==> src/rtl/ahblite_s_port_if.sv <==
// Bus bundle for one AHB-Lite slave-side port: per-master request/control lanes,
// the one-hot grant, the broadcast response and the slave-facing address/data phase.
interface ahblite_s_port_if #(
    parameter int AHB_AW  = 32,
    parameter int AHB_DW  = 32,
    parameter int MST_NUM = 4
) ();
    logic [MST_NUM-1:0]             m_req_i;
    logic [MST_NUM-1:0]             m_grant_o;
    logic [MST_NUM-1:0][AHB_AW-1:0] m_haddr_i;
    logic [MST_NUM-1:0]             m_hwrite_i;
    logic [MST_NUM-1:0][1:0]        m_htrans_i;
    logic [MST_NUM-1:0][2:0]        m_hsize_i;
    logic [MST_NUM-1:0][2:0]        m_hburst_i;
    logic [MST_NUM-1:0][3:0]        m_hprot_i;
    logic [MST_NUM-1:0]             m_hmastlock_i;
    logic [MST_NUM-1:0][AHB_DW-1:0] m_hwdata_i;
    logic                           m_hready_o;
    logic                           m_hresp_o;
    logic [AHB_DW-1:0]              m_hrdata_o;

    logic                           hsel_o;
    logic [AHB_AW-1:0]              haddr_o;
    logic                           hwrite_o;
    logic [1:0]                     htrans_o;
    logic [2:0]                     hsize_o;
    logic [2:0]                     hburst_o;
    logic [3:0]                     hprot_o;
    logic                           hmastlock_o;
    logic [AHB_DW-1:0]              hwdata_o;
    logic                           hready_o;
    logic                           hreadyout_i;
    logic                           hresp_i;
    logic [AHB_DW-1:0]              hrdata_i;

    // View of the arbitrating port itself
    modport slave (
        input  m_req_i, m_haddr_i, m_hwrite_i, m_htrans_i, m_hsize_i, m_hburst_i,
               m_hprot_i, m_hmastlock_i, m_hwdata_i, hreadyout_i, hresp_i, hrdata_i,
        output m_grant_o, m_hready_o, m_hresp_o, m_hrdata_o, hsel_o, haddr_o, hwrite_o,
               htrans_o, hsize_o, hburst_o, hprot_o, hmastlock_o, hwdata_o, hready_o
    );

    // View of the surrounding master ports and slave device
    modport master (
        output m_req_i, m_haddr_i, m_hwrite_i, m_htrans_i, m_hsize_i, m_hburst_i,
               m_hprot_i, m_hmastlock_i, m_hwdata_i, hreadyout_i, hresp_i, hrdata_i,
        input  m_grant_o, m_hready_o, m_hresp_o, m_hrdata_o, hsel_o, haddr_o, hwrite_o,
               htrans_o, hsize_o, hburst_o, hprot_o, hmastlock_o, hwdata_o, hready_o
    );
endinterface

==> src/rtl/ahblite_s_port.sv <==
// AHB-Lite slave-side port: round-robin arbitration over MST_NUM master ports, owner mux to
// the slave, broadcast response. Define AHBLITE_S_PORT_LOCK_EN to let hmastlock hold the grant.
module ahblite_s_port #(
    parameter int AHB_AW  = 32,
    parameter int AHB_DW  = 32,
    parameter int MST_NUM = 4
) (
    input  logic             clk,
    input  logic             rst,
    ahblite_s_port_if.slave  bus
);
    localparam int PW = (MST_NUM > 1) ? $clog2(MST_NUM) : 1;

    typedef enum logic [1:0] {
        S_IDLE = 2'b00,
        S_ADDR = 2'b01,
        S_DATA = 2'b10
    } state_t;

    typedef struct packed {
        logic [AHB_AW-1:0] haddr;
        logic              hwrite;
        logic [1:0]        htrans;
        logic [2:0]        hsize;
        logic [2:0]        hburst;
        logic [3:0]        hprot;
        logic              hmastlock;
        logic [AHB_DW-1:0] hwdata;
    } mreq_t;

    localparam int RW = $bits(mreq_t);

    state_t                     state_q;
    logic [MST_NUM-1:0]         grant_q;
    logic [PW-1:0]              rr_ptr;

    mreq_t [MST_NUM-1:0]        lane_in;
    logic  [MST_NUM-1:0][RW-1:0] lane_out;
    logic  [RW-1:0]             own_vec;
    mreq_t                      own;
    logic  [PW-1:0]             own_idx;
    logic  [PW-1:0]             rr_nxt;
    logic  [PW-1:0]             win_idx;
    logic                       win_found;
    logic  [PW:0]               cand;
    logic                       granted;
    logic                       fwd;

    always_comb begin
        lane_in = '0;
        for (int i = 0; i < MST_NUM; i++) begin
            lane_in[i].haddr     = bus.m_haddr_i[i];
            lane_in[i].hwrite    = bus.m_hwrite_i[i];
            lane_in[i].htrans    = bus.m_htrans_i[i];
            lane_in[i].hsize     = bus.m_hsize_i[i];
            lane_in[i].hburst    = bus.m_hburst_i[i];
            lane_in[i].hprot     = bus.m_hprot_i[i];
            lane_in[i].hmastlock = bus.m_hmastlock_i[i];
            lane_in[i].hwdata    = bus.m_hwdata_i[i];
        end
    end

    // One-hot grant makes the owner mux a plain AND-OR across lanes
    for (genvar g = 0; g < MST_NUM; g++) begin : g_lane
        assign lane_out[g] = lane_in[g] & {RW{grant_q[g]}};
    end

    always_comb begin
        own_vec = '0;
        own_idx = '0;
        for (int i = 0; i < MST_NUM; i++) begin
            own_vec = own_vec | lane_out[i];
            if (grant_q[i]) own_idx = PW'(i);
        end
    end

    assign own    = mreq_t'(own_vec);
    assign rr_nxt = (own_idx == PW'(MST_NUM - 1)) ? '0 : own_idx + 1'b1;

    // First requester at or after rr_ptr, wrapping
    always_comb begin
        win_found = 1'b0;
        win_idx   = '0;
        cand      = '0;
        for (int k = 0; k < MST_NUM; k++) begin
            cand = {1'b0, rr_ptr} + (PW+1)'(k);
            if (cand >= (PW+1)'(MST_NUM)) cand = cand - (PW+1)'(MST_NUM);
            if (!win_found && bus.m_req_i[cand[PW-1:0]]) begin
                win_found = 1'b1;
                win_idx   = cand[PW-1:0];
            end
        end
    end

`ifdef AHBLITE_S_PORT_LOCK_EN
    // A locked owner keeps the bus for NONSEQ and IDLE as well as SEQ/BUSY
    assign fwd = own.htrans[0] | own.hmastlock;
`else
    assign fwd = own.htrans[0];
`endif

    always_ff @(posedge clk or negedge rst) begin
        if (!rst) begin
            state_q <= S_IDLE;
            grant_q <= '0;
            rr_ptr  <= '0;
        end else begin
            case (state_q)
                S_IDLE: begin
                    if (win_found) begin
                        grant_q <= MST_NUM'(1) << win_idx;
                        state_q <= S_ADDR;
                    end
                end
                S_ADDR: state_q <= S_DATA;
                S_DATA: begin
                    if (bus.hreadyout_i && !fwd) begin
                        state_q <= S_IDLE;
                        grant_q <= '0;
                        rr_ptr  <= rr_nxt;
                    end
                end
                default: begin
                    state_q <= S_IDLE;
                    grant_q <= '0;
                end
            endcase
        end
    end

    assign granted = (state_q == S_ADDR) || (state_q == S_DATA);

    always_comb begin
        bus.htrans_o = 2'b00;
        case (state_q)
            S_ADDR:  bus.htrans_o = own.htrans;
            S_DATA:  bus.htrans_o = fwd ? own.htrans : 2'b00;
            default: bus.htrans_o = 2'b00;
        endcase
    end

    assign bus.m_grant_o   = grant_q;
    assign bus.hsel_o      = granted;
    assign bus.haddr_o     = granted ? own.haddr : '0;
    assign bus.hwrite_o    = granted & own.hwrite;
    assign bus.hsize_o     = granted ? own.hsize : '0;
    assign bus.hburst_o    = granted ? own.hburst : '0;
    assign bus.hprot_o     = granted ? own.hprot : '0;
    assign bus.hmastlock_o = granted & own.hmastlock;
    assign bus.hwdata_o    = (state_q == S_DATA) ? own.hwdata : '0;
    assign bus.hready_o    = (state_q == S_DATA) ? bus.hreadyout_i : 1'b1;

    assign bus.m_hready_o  = bus.hreadyout_i;
    assign bus.m_hresp_o   = bus.hresp_i;
    assign bus.m_hrdata_o  = bus.hrdata_i;
endmodule

==> src/flat_wrapper.sv <==
// flat-port wrapper written by rule: the top's interface ports become plain ports
module ahblite_s_port_flat 
#(
    parameter int AHB_AW  = 32,
    parameter int AHB_DW  = 32,
    parameter int MST_NUM = 4
)
  (clk, rst, bus_m_req_i, bus_m_haddr_i, bus_m_hwrite_i, bus_m_htrans_i, bus_m_hsize_i, bus_m_hburst_i, bus_m_hprot_i, bus_m_hmastlock_i, bus_m_hwdata_i, bus_hreadyout_i, bus_hresp_i, bus_hrdata_i, bus_m_grant_o, bus_m_hready_o, bus_m_hresp_o, bus_m_hrdata_o, bus_hsel_o, bus_haddr_o, bus_hwrite_o, bus_htrans_o, bus_hsize_o, bus_hburst_o, bus_hprot_o, bus_hmastlock_o, bus_hwdata_o, bus_hready_o);
  ahblite_s_port_if #(.AHB_AW(AHB_AW), .AHB_DW(AHB_DW), .MST_NUM(MST_NUM)) bus_i ();
  input  logic clk;
  input  logic rst;
  input wire logic [$bits(bus_i.m_req_i)-1:0] bus_m_req_i;
  input wire logic [$bits(bus_i.m_haddr_i)-1:0] bus_m_haddr_i;
  input wire logic [$bits(bus_i.m_hwrite_i)-1:0] bus_m_hwrite_i;
  input wire logic [$bits(bus_i.m_htrans_i)-1:0] bus_m_htrans_i;
  input wire logic [$bits(bus_i.m_hsize_i)-1:0] bus_m_hsize_i;
  input wire logic [$bits(bus_i.m_hburst_i)-1:0] bus_m_hburst_i;
  input wire logic [$bits(bus_i.m_hprot_i)-1:0] bus_m_hprot_i;
  input wire logic [$bits(bus_i.m_hmastlock_i)-1:0] bus_m_hmastlock_i;
  input wire logic [$bits(bus_i.m_hwdata_i)-1:0] bus_m_hwdata_i;
  input wire logic [$bits(bus_i.hreadyout_i)-1:0] bus_hreadyout_i;
  input wire logic [$bits(bus_i.hresp_i)-1:0] bus_hresp_i;
  input wire logic [$bits(bus_i.hrdata_i)-1:0] bus_hrdata_i;
  output wire logic [$bits(bus_i.m_grant_o)-1:0] bus_m_grant_o;
  output wire logic [$bits(bus_i.m_hready_o)-1:0] bus_m_hready_o;
  output wire logic [$bits(bus_i.m_hresp_o)-1:0] bus_m_hresp_o;
  output wire logic [$bits(bus_i.m_hrdata_o)-1:0] bus_m_hrdata_o;
  output wire logic [$bits(bus_i.hsel_o)-1:0] bus_hsel_o;
  output wire logic [$bits(bus_i.haddr_o)-1:0] bus_haddr_o;
  output wire logic [$bits(bus_i.hwrite_o)-1:0] bus_hwrite_o;
  output wire logic [$bits(bus_i.htrans_o)-1:0] bus_htrans_o;
  output wire logic [$bits(bus_i.hsize_o)-1:0] bus_hsize_o;
  output wire logic [$bits(bus_i.hburst_o)-1:0] bus_hburst_o;
  output wire logic [$bits(bus_i.hprot_o)-1:0] bus_hprot_o;
  output wire logic [$bits(bus_i.hmastlock_o)-1:0] bus_hmastlock_o;
  output wire logic [$bits(bus_i.hwdata_o)-1:0] bus_hwdata_o;
  output wire logic [$bits(bus_i.hready_o)-1:0] bus_hready_o;
  assign bus_i.m_req_i = bus_m_req_i;
  assign bus_i.m_haddr_i = bus_m_haddr_i;
  assign bus_i.m_hwrite_i = bus_m_hwrite_i;
  assign bus_i.m_htrans_i = bus_m_htrans_i;
  assign bus_i.m_hsize_i = bus_m_hsize_i;
  assign bus_i.m_hburst_i = bus_m_hburst_i;
  assign bus_i.m_hprot_i = bus_m_hprot_i;
  assign bus_i.m_hmastlock_i = bus_m_hmastlock_i;
  assign bus_i.m_hwdata_i = bus_m_hwdata_i;
  assign bus_i.hreadyout_i = bus_hreadyout_i;
  assign bus_i.hresp_i = bus_hresp_i;
  assign bus_i.hrdata_i = bus_hrdata_i;
  assign bus_m_grant_o = bus_i.m_grant_o;
  assign bus_m_hready_o = bus_i.m_hready_o;
  assign bus_m_hresp_o = bus_i.m_hresp_o;
  assign bus_m_hrdata_o = bus_i.m_hrdata_o;
  assign bus_hsel_o = bus_i.hsel_o;
  assign bus_haddr_o = bus_i.haddr_o;
  assign bus_hwrite_o = bus_i.hwrite_o;
  assign bus_htrans_o = bus_i.htrans_o;
  assign bus_hsize_o = bus_i.hsize_o;
  assign bus_hburst_o = bus_i.hburst_o;
  assign bus_hprot_o = bus_i.hprot_o;
  assign bus_hmastlock_o = bus_i.hmastlock_o;
  assign bus_hwdata_o = bus_i.hwdata_o;
  assign bus_hready_o = bus_i.hready_o;
  ahblite_s_port #(.AHB_AW(AHB_AW), .AHB_DW(AHB_DW), .MST_NUM(MST_NUM)) u_core (.clk(clk), .rst(rst), .bus(bus_i));
endmodule
==> config.mk <==
export PLATFORM = sky130hd
export DESIGN_NAME = ahblite_s_port_flat
export DESIGN_NICKNAME = d
export VERILOG_FILES = /design/src/rtl/ahblite_s_port_if.sv /design/src/rtl/ahblite_s_port.sv /design/src/flat_wrapper.sv
export SDC_FILE = /design/constraint.sdc
export NUM_CORES = 1
export LEC_CHECK = 0
export ABC_CLOCK_PERIOD_IN_PS = 1700
export CORE_AREA = 5 5 181 183
export DETAILED_ROUTE_END_ITERATION = 6
export DIE_AREA = 0 0 186 188
export PLACE_DENSITY_LB_ADDON = 0.05
export SKIP_CTS_REPAIR_TIMING = 1
export SLEW_MARGIN = 20
export SYNTH_ARGS = -nofsm -noshare
export SYNTH_HDL_FRONTEND = slang
export SYNTH_SLANG_ARGS = --single-unit
export TNS_END_PERCENT = 5
==> constraint.sdc <==
create_clock -name clk -period 1.7 [get_ports clk]
set_input_delay 0.51 -clock clk [delete_from_list [all_inputs] [get_ports clk]]
set_output_delay 0.51 -clock clk [all_outputs]
set_load 0.1 [all_outputs]
==> flow_metrics.py <==
metrics = {
    "status": {
        "outcome": "complete, but fails checks",
        "violations": "setup timing",
    },
    "sta": {
        "tns_ns": -32.52,
        "slew_viol_final": 0,
        "post-route-min-period_ns": 2.167,
        "slew_headroom": 0.6897,
        "setup_slack_ns": -0.4672,
        "setup_viol": 86,
        "hold_viol": 0,
        "max_freq_mhz": 461.4,
        "min_period_over_period": 1.275,
        "worst_pin_slew_ns": 0.4616,
        "skew_ns": 0.003852,
        "rsz0062_at_grt": "yes",
    },
    "power_and_ir_drop": {
        "ir_worst_vdd_uv": 1225,
        "p_per_area_nw_per_um2": 1769,
        "p_leak_nw": 3.093,
    },
    "placement": {
        "dp_hpwl_mm": 20.74,
        "place_area_um2": 8975,
        "gp_congestion": 0.7874,
        "port_buffers": 403,
    },
    "grt": {
        "use_met2": 0.2538,
        "grt_pass1_vias": 5138,
        "grtUsageMet1": 0.1330,
        "grt.busiest_layer": "met2",
        "grt_max_degree": 31,
        "grt_pass1_wl_mm": 34.13,
        "antenna_found_initial": 4,
        "use_met3": 0.02483,
        "grt.overflow.total": 0,
        "grt_usage": 0.1281,
    },
    "floorplan": {
        "die-area_um2": 34970,
        "rows": 65,
        "die_w_um": 186,
        "ios": 470,
        "start_util": 0.08607,
        "core_area_um2": 31070,
        "die_y_um": 188,
    },
    "synthesis": {
        "synth-seq-cells": 8,
        "synth_flop_cell": "dfrtp_1",
        "synthesis.nets": 721,
        "synth_edf_count": 0,
        "yosysSeqAreaShare": 0.07487,
        "synth_warnings": 0,
        "synthCells": 366,
        "yosysUniqueCellTypes": 33,
        "syn-cell-area_um2": 2674,
        "async_flop_share": 1.000,
        "avgSynthCellArea_um2": 7.306,
    },
    "layout": {
        "layout-drive-gt1-share": 0.3347,
        "fin_util": 0.2977,
        "final_area_um2": 9250,
        "finalNetCount": 1095,
        "syn2layout_area_growth_pct": 246.0,
    },
    "hold_path": {
        "hold_path.class": "flop to flop",
        "hp-start": "u_core.state_q[0]$_DFFE_PN0P_",
    },
    "clocking": {
        "clockBufferDepth": 2,
        "tritoncts": "yes",
        "cts_root_buf": "clkbuf_16",
        "clock_latency_ns": 0.23,
        "cts_sinks": 8,
        "htreeDepth": 1,
        "clk_pin_slew_worst_paths_ns": 0.04,
        "cts_inserted_buffers": 3,
    },
    "job": {
        "cap_violations": 0,
    },
    "critical_path": {
        "path_cells": "inv_2 -> ha_4 -> buf_4 -> a21boi_4 -> buf_12",
        "crit_path_start": "u_core.state_q[1]$_DFFE_PN0P_",
        "path_class": "flop to output pin",
        "crit_fanout": 9,
        "cp_slowest_stage_delay_ns": 0.37,
        "r2r-start": "u_core.bus.m_grant_o[0]$_DFFE_PN0P_",
        "r2r_slack_ns": -0.12,
        "required_ns": 1.19,
        "cp-start-kind": "flop",
        "setup.worst_path.end_class": "output pin",
        "cp.arrival_ns": 1.66,
        "slowest_stage": "dfrtp_1",
    },
    "route": {
        "avgViaCountPerCell": 4.089,
        "vias": 4674,
        "drt_pass1_iterations": 4,
        "post_drt_wl_per_cell_um": 21.83,
        "routed_wl_mm": 24.96,
        "drt_iter0_drc": 157,
        "drcViolationCount": 0,
        "ant_nets": 0,
    },
}
through the flow:
step	instances	hold WS (ns)	setup slack [ns]	power, mW
3_3_place_gp	1133	0.5114	-0.6342	15.85
6_report	1143	0.5396	-0.4672	16.37
3_5_place_dp	1133	0.5166	-0.6285	15.87
4_1_cts	1136	0.5249	-0.6333	16.32
5_1_grt	1143	0.5540	-0.5588	17.02
2_1_floorplan	366	0.2144	-0.6558	10.65
Yosys cell counts (all sizes together), types with 2 or more instances:
| cell type | count | area share |
|---|---|---|
| a21boi | 44 | 0.12 |
| a21oi | 37 | 0.069 |
| a22oi | 156 | 0.45 |
| a31oi | 2 | 0.010 |
| buf | 55 | 0.13 |
| clkbuf | 23 | 0.032 |
| dfrtp | 8 | 0.075 |
| ha | 3 | 0.014 |
| inv | 5 | 0.0070 |
| mux2 | 2 | 0.0084 |
| nand2 | 3 | 0.0042 |
| nand2b | 2 | 0.0047 |
| nor2 | 2 | 0.0028 |
| o21ai | 5 | 0.0094 |
| o31ai | 7 | 0.023 |
routing by layer:
metal	vias to the layer above	routed length, um
met3	46	1762
met5	-	0
met4	0	740
met2	184	13900
met1	2235	8553
li1	2209	-
kinds of logic after synthesis:
family | count (synthesis) | share of synthesized area
adders and majority gates | 3 | 0.01404
and+or+nand+nor | 13 | 0.03088
buffers and inverters | 83 | 0.1685
DFF | 8 | 0.07487
muxes | 3 | 0.01217
AOI/OAI and AO/OA | 256 | 0.6996
sequential cells by signal, indices dropped and copies added, names as in the netlist:
| register | count |
|---|---|
| u_core.rr_ptr | 2 |
| u_core.bus.m_grant_o | 4 |
| u_core.state_q | 2 |
where the power goes:
part           internal [mW]  switching, mW  total [mW]
sequential             0.290          0.203       0.493
combinational           6.29           9.18        15.5
clock                  0.304         0.0994       0.403
total                   6.88           9.49        16.4
area by class of cell:
class                      count  area, um2
fill                        3226      21820
timing repair buffer         447       5419
multi-input combinational    275       3009
inverter                       5      21.27
antenna                        3      7.507
clock buffer                   3      75.07
tap                          402      503.0
sequential                     8      215.2
final timing paths:
path,endpoint,cells after the start
min in group asynchronous,u_core.state_q[0]$_DFFE_PN0P_,1
min reg2reg,u_core.state_q[0]$_DFFE_PN0P_,1
max,bus_haddr_o[8],5
min,u_core.state_q[0]$_DFFE_PN0P_,1
max in group asynchronous,u_core.bus.m_grant_o[2]$_DFFE_PN0P_,1
max reg2reg,u_core.state_q[1]$_DFFE_PN0P_,5
critical path, delay by kind of cell, from the launching register on:
family                   cells  cell delay, ns
AO/OA/AOI/OAI                1            0.23
adder cells (fa/ha/maj)      1            0.34
buffers and inverters        3            0.46
flip-flops                   1            0.37
layout by cell type, fill, tap and decap left out, drive strengths merged:
| master | synthesis | final |
|---|---|---|
| a21boi | 44 | 44 |
| a21oi | 37 | 37 |
| a22oi | 156 | 156 |
| a31o | 1 | 1 |
| a31oi | 2 | 2 |
| and3 | 1 | 1 |
| buf | 55 | 128 |
| clkbuf | 23 | 4 |
| clkdlybuf4s50 | 0 | 312 |
| dfrtp | 8 | 8 |
| diode | 0 | 3 |
| dlymetal6s2s | 0 | 6 |
| ha | 3 | 3 |
| inv | 5 | 5 |
| mux2 | 2 | 2 |
| mux2i | 1 | 1 |
| nand2 | 3 | 3 |
| nand2b | 2 | 2 |
| nand4 | 1 | 1 |
| nor2 | 2 | 2 |
| nor2b | 1 | 1 |
| nor3 | 1 | 1 |
| o211a | 1 | 1 |
| o21a | 1 | 1 |
| o21ai | 5 | 5 |
| o22a | 1 | 1 |
| o22ai | 1 | 1 |
| o31ai | 7 | 7 |
| or2 | 1 | 1 |
| or4b | 1 | 1 |
Power figures use the tool's default switching activity.
